[src/rtl/sp_ram_arb_pkg.sv]
// sp_ram_arb_pkg: shared request/response types for the two-master RAM front end
package sp_ram_arb_pkg;
  localparam int NUM_MASTERS = 2;
  typedef struct packed {
    logic [31:0] addr;
    logic        we;
    logic [3:0]  be;
    logic [31:0] wdata;
  } mem_req_t;
  typedef struct packed {
    logic        rvalid;
    logic [31:0] rdata;
    logic        err;
  } mem_rsp_t;
endpackage

[src/rtl/sp_ram_arb_if.sv]
// sp_ram_arb_if: req/gnt/rvalid memory port between one master and the arbiter
interface sp_ram_arb_if;
  import sp_ram_arb_pkg::*;
  logic     req;
  logic     gnt;
  mem_req_t cmd;
  mem_rsp_t rsp;
  modport master(output req, cmd, input gnt, rsp);
  modport slave(input req, cmd, output gnt, rsp);
endinterface

[src/rtl/sp_ram_arb_rr_arb2.sv]
// rr_arb2: two-way round-robin arbiter, priority flips to the loser on contention
module rr_arb2
  import sp_ram_arb_pkg::*;
(
  input  logic                   clk,
  input  logic                   rst,
  input  logic [NUM_MASTERS-1:0] req,
  output logic [NUM_MASTERS-1:0] gnt
);
  logic prio_q;
  always_ff @(posedge clk)
    if (rst) prio_q <= 1'b0;
    else if (&req) prio_q <= ~prio_q;
  always_comb gnt = rst ? 2'b00 : (&req ? (prio_q ? 2'b10 : 2'b01) : req);
endmodule

[src/rtl/sp_ram_arb.sv]
// sp_ram_arb: round-robin front end sharing one single-port RAM between two masters
module sp_ram_arb
  import sp_ram_arb_pkg::*;
#(
  parameter int          ADDR_WIDTH = 8,
  parameter int          NUM_WORDS  = 256,
  parameter logic [31:0] BASE_ADDR  = 32'h0
) (
  input  logic                  clk,
  input  logic                  rst,
  sp_ram_arb_if.slave           m0,
  sp_ram_arb_if.slave           m1,
  output logic                  ram_en_o,
  output logic [ADDR_WIDTH-1:0] ram_addr_o,
  output logic                  ram_we_o,
  output logic [3:0]            ram_be_o,
  output logic [31:0]           ram_wdata_o,
  input  logic [31:0]           ram_rdata_i
);
  logic [NUM_MASTERS-1:0] gnt, rvalid;
  mem_req_t               cmd;
  logic [31:0]            off, rsp_data;
  logic                   in_rng, v_q, own_q, rd_q, err_q;
  logic [31:0]            hold_q [NUM_MASTERS];
  rr_arb2 u_arb (.clk, .rst, .req({m1.req, m0.req}), .gnt);
  always_comb begin
    cmd         = gnt[1] ? m1.cmd : m0.cmd;
    off         = cmd.addr - BASE_ADDR;
    in_rng      = off < 32'(NUM_WORDS * 4);
    ram_en_o    = |gnt && in_rng;
    ram_addr_o  = ram_en_o ? off[ADDR_WIDTH+1:2] : '0;
    ram_we_o    = ram_en_o && cmd.we;
    ram_be_o    = ram_en_o ? cmd.be : '0;
    ram_wdata_o = ram_en_o ? cmd.wdata : '0;
    // only enabled reads forward RAM data; the RAM output is garbage otherwise
    rsp_data    = rd_q ? ram_rdata_i : '0;
    rvalid      = (v_q && !rst) ? (own_q ? 2'b10 : 2'b01) : 2'b00;
  end
  always_ff @(posedge clk)
    if (rst) begin
      v_q   <= 1'b0;
      own_q <= 1'b0;
      rd_q  <= 1'b0;
      err_q <= 1'b0;
    end else begin
      v_q   <= |gnt;
      own_q <= gnt[1];
      rd_q  <= |gnt && in_rng && !cmd.we;
      err_q <= |gnt && !in_rng;
    end
  always_ff @(posedge clk)
    if (rst) hold_q <= '{default: '0};
    else for (int i = 0; i < NUM_MASTERS; i++) if (rvalid[i]) hold_q[i] <= rsp_data;
  assign m0.gnt = gnt[0];
  assign m1.gnt = gnt[1];
  assign m0.rsp = '{rvalid: rvalid[0], rdata: rvalid[0] ? rsp_data : hold_q[0], err: rvalid[0] && err_q};
  assign m1.rsp = '{rvalid: rvalid[1], rdata: rvalid[1] ? rsp_data : hold_q[1], err: rvalid[1] && err_q};
endmodule
[src/flat_wrapper.sv]
// flat-port wrapper written by rule: the top's interface ports become plain ports
module sp_ram_arb_flat import sp_ram_arb_pkg::*;
#(
  parameter int          ADDR_WIDTH = 8,
  parameter int          NUM_WORDS  = 256,
  parameter logic [31:0] BASE_ADDR  = 32'h0
)
  (clk, rst, ram_en_o, ram_addr_o, ram_we_o, ram_be_o, ram_wdata_o, ram_rdata_i, m0_req, m0_cmd, m0_gnt, m0_rsp, m1_req, m1_cmd, m1_gnt, m1_rsp);
  sp_ram_arb_if m0_i ();
  sp_ram_arb_if m1_i ();
  input  logic clk;
  input  logic rst;
  output logic ram_en_o;
  output logic [ADDR_WIDTH-1:0] ram_addr_o;
  output logic ram_we_o;
  output logic [3:0] ram_be_o;
  output logic [31:0] ram_wdata_o;
  input  logic [31:0] ram_rdata_i;
  input wire logic [$bits(m0_i.req)-1:0] m0_req;
  input wire logic [$bits(m0_i.cmd)-1:0] m0_cmd;
  output wire logic [$bits(m0_i.gnt)-1:0] m0_gnt;
  output wire logic [$bits(m0_i.rsp)-1:0] m0_rsp;
  input wire logic [$bits(m1_i.req)-1:0] m1_req;
  input wire logic [$bits(m1_i.cmd)-1:0] m1_cmd;
  output wire logic [$bits(m1_i.gnt)-1:0] m1_gnt;
  output wire logic [$bits(m1_i.rsp)-1:0] m1_rsp;
  assign m0_i.req = m0_req;
  assign m0_i.cmd = m0_cmd;
  assign m0_gnt = m0_i.gnt;
  assign m0_rsp = m0_i.rsp;
  assign m1_i.req = m1_req;
  assign m1_i.cmd = m1_cmd;
  assign m1_gnt = m1_i.gnt;
  assign m1_rsp = m1_i.rsp;
  sp_ram_arb #(.ADDR_WIDTH(ADDR_WIDTH), .NUM_WORDS(NUM_WORDS), .BASE_ADDR(BASE_ADDR)) u_core (.clk(clk), .rst(rst), .m0(m0_i), .m1(m1_i), .ram_en_o(ram_en_o), .ram_addr_o(ram_addr_o), .ram_we_o(ram_we_o), .ram_be_o(ram_be_o), .ram_wdata_o(ram_wdata_o), .ram_rdata_i(ram_rdata_i));
endmodule
[config.mk]
export PLATFORM = sky130hd
export DESIGN_NAME = sp_ram_arb_flat
export DESIGN_NICKNAME = d
export VERILOG_FILES = /design/src/rtl/sp_ram_arb_pkg.sv /design/src/rtl/sp_ram_arb_if.sv /design/src/rtl/sp_ram_arb_rr_arb2.sv /design/src/rtl/sp_ram_arb.sv /design/src/flat_wrapper.sv
export SDC_FILE = /design/constraint.sdc
export NUM_CORES = 1
export LEC_CHECK = 0
export BUFFER_PORTS_ARGS = -buffer_cell sky130_fd_sc_hd__buf_4
export CORE_AREA = 2 2 113 115
export DETAILED_ROUTE_END_ITERATION = 8
export DIE_AREA = 0 0 115 117
export GPL_TIMING_DRIVEN = 1
export PLACE_DENSITY = 0.65
export REMOVE_ABC_BUFFERS = 1
export SLEW_MARGIN = 15
export SYNTH_ARGS = -nofsm -noshare
export SYNTH_HDL_FRONTEND = slang
export SYNTH_SLANG_ARGS = --single-unit
export TNS_END_PERCENT = 10
[constraint.sdc]
create_clock -name clk -period 2 [get_ports clk]
set_clock_uncertainty 0.05 [all_clocks]
set_input_delay 0.4 -clock clk [delete_from_list [all_inputs] [get_ports clk]]
set_output_delay 0.4 -clock clk [all_outputs]
set_load 0.02 [all_outputs]
==> impl_results.md, run 1 <==
* Outcome: finished with violations
* Failing checks: setup timing
* Post-CTS Hold Fix Bufs at 0
* Commonest non-fill, non-tap cells in the layout: 286 x buf_4, 96 x nand2_1, 68 x dfxtp_1
* Detail Placement HPWL at 11400 um
* Finished Cell Area at slightly below 0.007 sq mm
* Final wirelength at 14700 um
* Initial antenna violation count at 0
* WP data required at between 1.5 and 2 ns
* Worst-skew pair later-pin latency at 0.32 ns
* Core Region at 0.0123 sq mm
* Final setup fails at 79
* Clock Root Buffer: clkbuf_16
* Crit-path cells: buf_4 -> nor4_4 -> nand4_1 -> o22a_4 -> buf_12 -> nor3_1 -> buf_4
* Most common cell after layout, fill and taps aside: buf_4
* GPL Wtd Cong at approximately 0.94
* First-pass GRT wire length at between 20000 and 25000 um
* Worst hold slack at 0.399 ns
* Largest net degree at the start of global routing at 53
* RSZ-0062 raised after global routing: true
* Pre-CTS setup slack at -0.544 ns
* Crit path depth at 7
* Top post-synthesis cells by area: dfxtp_1 37%, mux2i_1 12%, nor2b_1 11%, nand2_1 9.6%, o21ai_2 6.0%
* Inst Count DP at 887
* Cell at the slowest stage of the critical path: o22a_4
* H-tree Lvls at 3
* Clock sinks at 69
* Register area at 0.00138 sq mm
* Crit-path leading delay family: simple AND/OR/NAND/NOR gates
* Final TNS setup at -12.76 ns
* Synth cell types at 28
* Arrival time worst endpoint at 1.83 ns
* Cells after synthesis at 461
* Synthesized area per cell at 8.19 sq um
* Ant. Diodes at 0
* Clock edge transition at the registers on the reported setup and hold paths at 0.05 ns
* Die X at 115 um
* Post-route clock period utilization at 114%
* Drt wl/cell at 16.2 um
* HP Start: m1_cmd[36]
* Final hold vios at 0
* Crit Path Max Fanout at 23
* Total global routing track utilization at 20.3%
* Multiplexer share of the synthesized area at a little under an eighth
* Max_slew headroom at 77.2%
* Reg2reg start: u_core.u_arb.prio_q$_SDFFE_PP0P_
* Core Rows at 41
* CP peak stage delay at 0.31 ns
* Setup crit start kind: primary input
* Static Leak at approximately 3.3 nW
* Area grow syn2layout at 84.0%
* Yosys warns at 0
* Yosys reg bits at 69
* Final std cells w/o fill at 906
* Slew @ Worst Pin at ~0.34 ns
* Filler cells at 1141
* Endpoint, Worst Hold: u_core.rd_q$_SDFF_PP0_
* Critical path class: in2out
* Layout cells sized above 1 at 57.1%
* Synth Area in Adders at 0%
* Largest family of logic cells by synthesized area: simple AND/OR/NAND/NOR gates
* Simple-gate share of the synthesized area at 33.2%
* Die ar. at 0.0135 sq mm
* PD cells at 517 mW/mm^2
* First-pass DRT Iterations at 6
* Sequential fraction of the synthesis area at 36.6%
* Slew Viols, Final at 0
* Area fraction in compound gates after synthesis at 11.7%
* Top cell by count, worst path: buf_4
* Placed instance area at around 0.0062 sq mm
* IO buf count at 285
* Remaining DRCs at 0
* Maxcap violations at 0
* CP Capture Type: output port
* Vias per inst at roughly 4.8
* Worst vdd rail ir drop at 0.408 mV
* Leading area contributor after synthesis: dfxtp_1
* CTS tree: built
* Overflow after GRT at 0
* CTS max path bufs at 2
* Synth top area share at 36.6%
* Tmin final at 2.28 ns
* Reg2reg setup slack at roughly 0.41 ns
* Hold path depth at 3
* Nets at 925
* Fmax at around 0.44 GHz
* Crit path buffers/inverters at 3
* Routed vias at 4312
* Reg2reg path depth at 5
* Vias in the first global route at 4221
* TritonCTS buffer count at 9
* RR Endpoint: u_core.rd_q$_SDFF_PP0_
* Antenna-violating nets left at 0
* Synth Area in XOR/XNOR at 0.232%
* DRT iter0 DRCs at 216
* # IOs at 290
* Die Ht at ~120 um
* Multi-input logic area at 0.00245 sq mm
* Hold/Removal Path Class: in2reg
* Setup slack after layout at -0.282 ns
* Initial core utilization at 30.7%
* Post-synth design cell area at 0.00378 sq mm
-- sequential cells by signal (all words and copies together), names as in the netlist --
register             count
u_core.hold_q           64
u_core.rd_q              1
u_core.own_q             1
u_core.v_q               1
u_core.u_arb.prio_q      1
u_core.err_q             1
-- Yosys cell counts --
master    number
nor4_1        10
nor2_1         7
nor3_2        19
nand4_1        2
buf_2         12
nand4b_1       1
o21bai_1       1
nand2b_1       3
xor2_1         1
dfxtp_1       69
o21ai_2       26
nand2_1       97
inv_1          6
buf_4          3
and2_1         1
o22a_1         1
o21ai_1        6
nand3b_1       1
clkbuf_2       2
buf_6          6
nor3b_1        1
o211ai_1       1
or3b_4         1
mux2i_1       45
nor2b_1       65
o21ai_0       32
nor3_1        26
clkbuf_1      16
-- power breakdown --
part	internal (mW)	switching, mW	total (mW)
clock	1.07	0.572	1.64
combinational	0.329	0.244	0.573
sequential	1.38	0.00246	1.38
-- worst max-delay path by stage --
stage / start / end / slack (ns)
floorplan: m1_req / ram_addr_o[7] / -1.66
global placement: m0_cmd[50] / ram_wdata_o[10] / -0.53
detailed placement: m0_cmd[50] / ram_wdata_o[10] / -0.54
CTS: u_core.u_arb.prio_q$_SDFFE_PP0P_ / ram_wdata_o[7] / -0.29
global route: u_core.u_arb.prio_q$_SDFFE_PP0P_ / ram_be_o[1] / -0.36
finish: m0_cmd[66] / ram_wdata_o[13] / -0.28
-- layout make-up --
class                   instances  area share (%)
clock buffers                  13            3.89
clock inverters                 3           0.612
inverters                       6           0.324
multi-input cells             347            35.3
flip-flops and latches         69            19.9
well taps                     150            2.70
repair buffers                318            37.3
-- worst reg2reg max path, delay by kind of cell (launching register included) --
kind / cells / cell delay [ns]
and+or+nand+nor: 3 / 0.63
DFF: 1 / 0.32
muxes: 1 / 0.29
buffers and inverters: 1 / 0.21
-- layer usage --
| metal | track usage, % | up-vias | routed length [um] |
|---|---|---|---|
| met5 | 0 | - | 0 |
| met4 | 4.58 | 0 | 203 |
| met3 | 5.87 | 15 | 970 |
| met2 | 37.3 | 155 | 7930 |
| met1 | 23.3 | 2002 | 5610 |
| li1 | - | 2140 | - |
-- cell families after synthesis --
family / Yosys count
XOR/XNOR: 1
buffers and inverters: 45
flip-flops: 69
multiplexers: 45
AND/OR/NAND/NOR: 234
AO/OA/AOI/OAI: 67
-- through the flow --
| stage | power (mW) | utilization [%] |
|---|---|---|
| global route | 3.72 | 56.5 |
| detailed placement | 1.94 | 50.5 |
| CTS | 3.62 | 54.8 |
| global placement | 1.94 | 50.5 |
| floorplan | 1.57 | - |
| finish | 3.59 | 56.5 |
-- what timing repair did --
action                                  in CTS  in global routing
pin swaps                                    7                  3
setup buffers                                1                  0
cloned                                       0                  2
endpoints found under the setup margin     112                111
resized for setup                           78                 37
(Power assumes the default switching activity.)
==> inputs of run 2 (changes only) <==
--- a/config.mk
+++ b/config.mk
@@ -9,7 +9,7 @@
 export CORE_AREA = 2 2 113 115
 export DETAILED_ROUTE_END_ITERATION = 8
 export DIE_AREA = 0 0 115 117
-export GPL_TIMING_DRIVEN = 1
+export GPL_TIMING_DRIVEN = 0
 export PLACE_DENSITY = 0.65
 export REMOVE_ABC_BUFFERS = 1
 export SLEW_MARGIN = 15
==> impl_results.md, run 2 (synthesized netlist as in run 1, its figures left out) <==
* Core Rows at 41 (unchanged)
* WP data required at 1.55 ns (about the same)
* Combinational share of power at 16.7% (+0.8 points)
* Worst vdd rail ir drop at 0.342 mV (-16%)
* Antenna-violating nets left at 0 (unchanged)
* Largest net degree at the start of global routing at 36 (-32%)
* M1 GR Usage at 24.8% (+1.4 points)
* RSZ-0062 raised after global routing: true
* Final wirelength at 15400 um (+4.9%)
* Filler cells at 1164 (+2.0%)
* Drt wl/cell at 17.4 um (+6.9%)
* Tmin final at 2.30 ns (+0.0143 ns)
* Worst-skew pair later-pin latency at 0.32 ns (about the same)
* Sequential power share at 39.3% (+0.8 points)
* Commonest non-fill, non-tap cells in the layout: 242 x buf_4, 92 x nand2_1, 65 x nor2b_1, 65 x dfxtp_1, 46 x buf_6
* Core Region at 0.0123 sq mm (unchanged)
* Routed vias at 4308 (-0.093%)
* Total global routing track utilization at 21.8% (+1.5 points)
* P_sw at 0.818 mW (about the same)
* Core Util, Final at 56.6% (+0.12 points)
* Final setup fails at 85 (+7.6%)
* Pre-CTS setup slack at -1.18 ns (-0.639 ns)
* Maxcap violations at 0 (unchanged)
* Die Ht at 117 um (unchanged)
* Area grow syn2layout at 84.4%
* Clock power frac at 44.0% (-1.6 points)
* Setup slack after layout at -0.297 ns (-0.0143 ns)
* Arrival time worst endpoint at 1.85 ns (+0.02 ns)
* Clock Root Buffer: clkbuf_16
* Post-route clock period utilization at 115% (+0.72 points)
* Reg2reg path depth at 4 (-1)
* Critical path class: in2out
* First-pass GRT wire length at 22500 um (+5.3%)
* PD cells at 506 mW/mm^2 (-2.1%)
* Fmax at 0.435 GHz (-0.62%)
* DRT iter0 DRCs at 183 (-15%)
* First-pass DRT Iterations at 4 (-2)
* Detail Placement HPWL at 10900 um (-4.2%)
* Vias in the first global route at 4246 (+0.59%)
* Clock sinks at 69 (unchanged)
* Ant. Diodes at 0 (unchanged)
* TritonCTS buffer count at 9 (unchanged)
* H-tree Lvls at 3 (unchanged)
* Slew Viols, Final at 0 (unchanged)
* Max reg flops at 64 (unchanged)
* Vias per inst at 4.85 (+1.8%)
* Internal power at 2.71 mW (-2.5%)
* Initial antenna violation count at 0 (unchanged)
* Final TNS setup at -16.19 ns (-3.44 ns)
* Die X at 115 um (unchanged)
* Remaining DRCs at 0 (unchanged)
* CTS max path bufs at 2 (unchanged)
* GR Util met3 at 6.13% (+0.26 points)
* Die ar. at 0.0135 sq mm (unchanged)
* Hold path depth at 2 (-1)
* Crit Path Max Fanout at 35 (+52%)
* Overflow after GRT at 0 (unchanged)
* # IOs at 290 (unchanged)
* Static Leak at 3.25 nW (-0.83%)
* Most flop-heavy register: u_core.hold_q
* Overall power at 3.52 mW (-1.9%)
* Post-CTS Hold Fix Bufs at 0 (unchanged)
* Hold/Removal Path Class: in2reg
* CTS tree: built
* Initial core utilization at 30.7% (unchanged)
* Outcome: finished with violations
* CP Capture Type: output port
* GPL Wtd Cong at 0.897 (-4.5%)
* Top Usage Layer GRT: met2
* Setup crit start kind: primary input
* Slew @ Worst Pin at 0.992 ns (+0.650 ns)
* Failing checks: setup timing
* Clock edge transition at the registers on the reported setup and hold paths at 0.05 ns (about the same)
* IO buf count at 285 (unchanged)
* Sw Ratio at 23.2% (+0.44 points)
* Grt met2 use at 40.2% (+2.9 points)
* Max_slew headroom at 33.7% (-44 points)
* Final hold vios at 0 (unchanged)
* Layout cells sized above 1 at 56.0% (-1.1 points)
* Most common cell after layout, fill and taps aside: buf_4
* Nets at 908 (-1.8%)
## run 2: changes by cell type in the layout (fill, tap and decap cells not counted), moves of 3 or more
cell      previous run  this run
buf_4              286       242
buf_12               8         4
buf_6               23        46
nand2_2              1         5
nand2_1             96        92
nor3_1               4        12
buf_16               0         3
dfxtp_1             68        65
nor3_2              38        29
nand2b_4             1         7
## run 2: per-stage QoR
step / std cells / hold WS (ns) / cell area (sq um)
after CTS: 888 / 0.318 / 6830
after detailed placement: 862 / 0.482 / 6010
final: 889 / 0.326 / 6970
after global placement: 857 / 0.470 / 5880
after floorplan: 422 / 0.422 / 3560
after global routing: 889 / 0.324 / 6970
## run 2: timing repair
action                                  in CTS  in global routing
setup buffers                                5                  0
resized for setup                          114                 38
gates cloned                                 5                  1
endpoints found under the setup margin     148                113
pin swaps                                   31                  5
## run 2: routing by layer
metal  up-vias  share of wire, %
li1       2117                 -
met1      2016                39
met2       155                52
met3        20               6.4
met4         0               2.0
met5         -                 0
## run 2: final timing paths
path	from	end	slack, ns
max reg2reg	u_core.v_q$_SDFF_PP0_	u_core.hold_q[38]$_SDFF_PP0_	0.45
max	m0_cmd[62]	ram_wdata_o[12]	-0.30
min reg2reg	u_core.u_arb.prio_q$_SDFFE_PP0P_	u_core.u_arb.prio_q$_SDFFE_PP0P_	0.46
min	rst	u_core.u_arb.prio_q$_SDFFE_PP0P_	0.33
## run 2: worst max-delay path: stages
cell     delay, ns
buf_6         0.10
nor4_4        0.25
nand4_1       0.18
o22a_4        0.32
buf_12        0.20
nor3_1        0.20
buf_4         0.19
## run 2: power groups by stage
stage	sequential [mW]	clock [mW]	combinational, mW
6_report	1.39	1.55	0.588
5_1_grt	1.38	1.66	0.626
4_1_cts	1.38	1.59	0.575
3_5_place_dp	1.41	0	0.484
3_3_place_gp	1.41	0	0.469
2_1_floorplan	1.41	0	0.155
## run 2: cell type report
class	count	area, sq um	share of cell area [%]
Clock inverter	4	47.5	0.683
Multi-Input combinational cell	352	2540	36.5
Timing Repair Buffer	296	2530	36.3
Inverter	6	22.5	0.323
Sequential cell	69	1390	19.9
Clock buffer	12	246	3.54
Tap cell	150	188	2.69
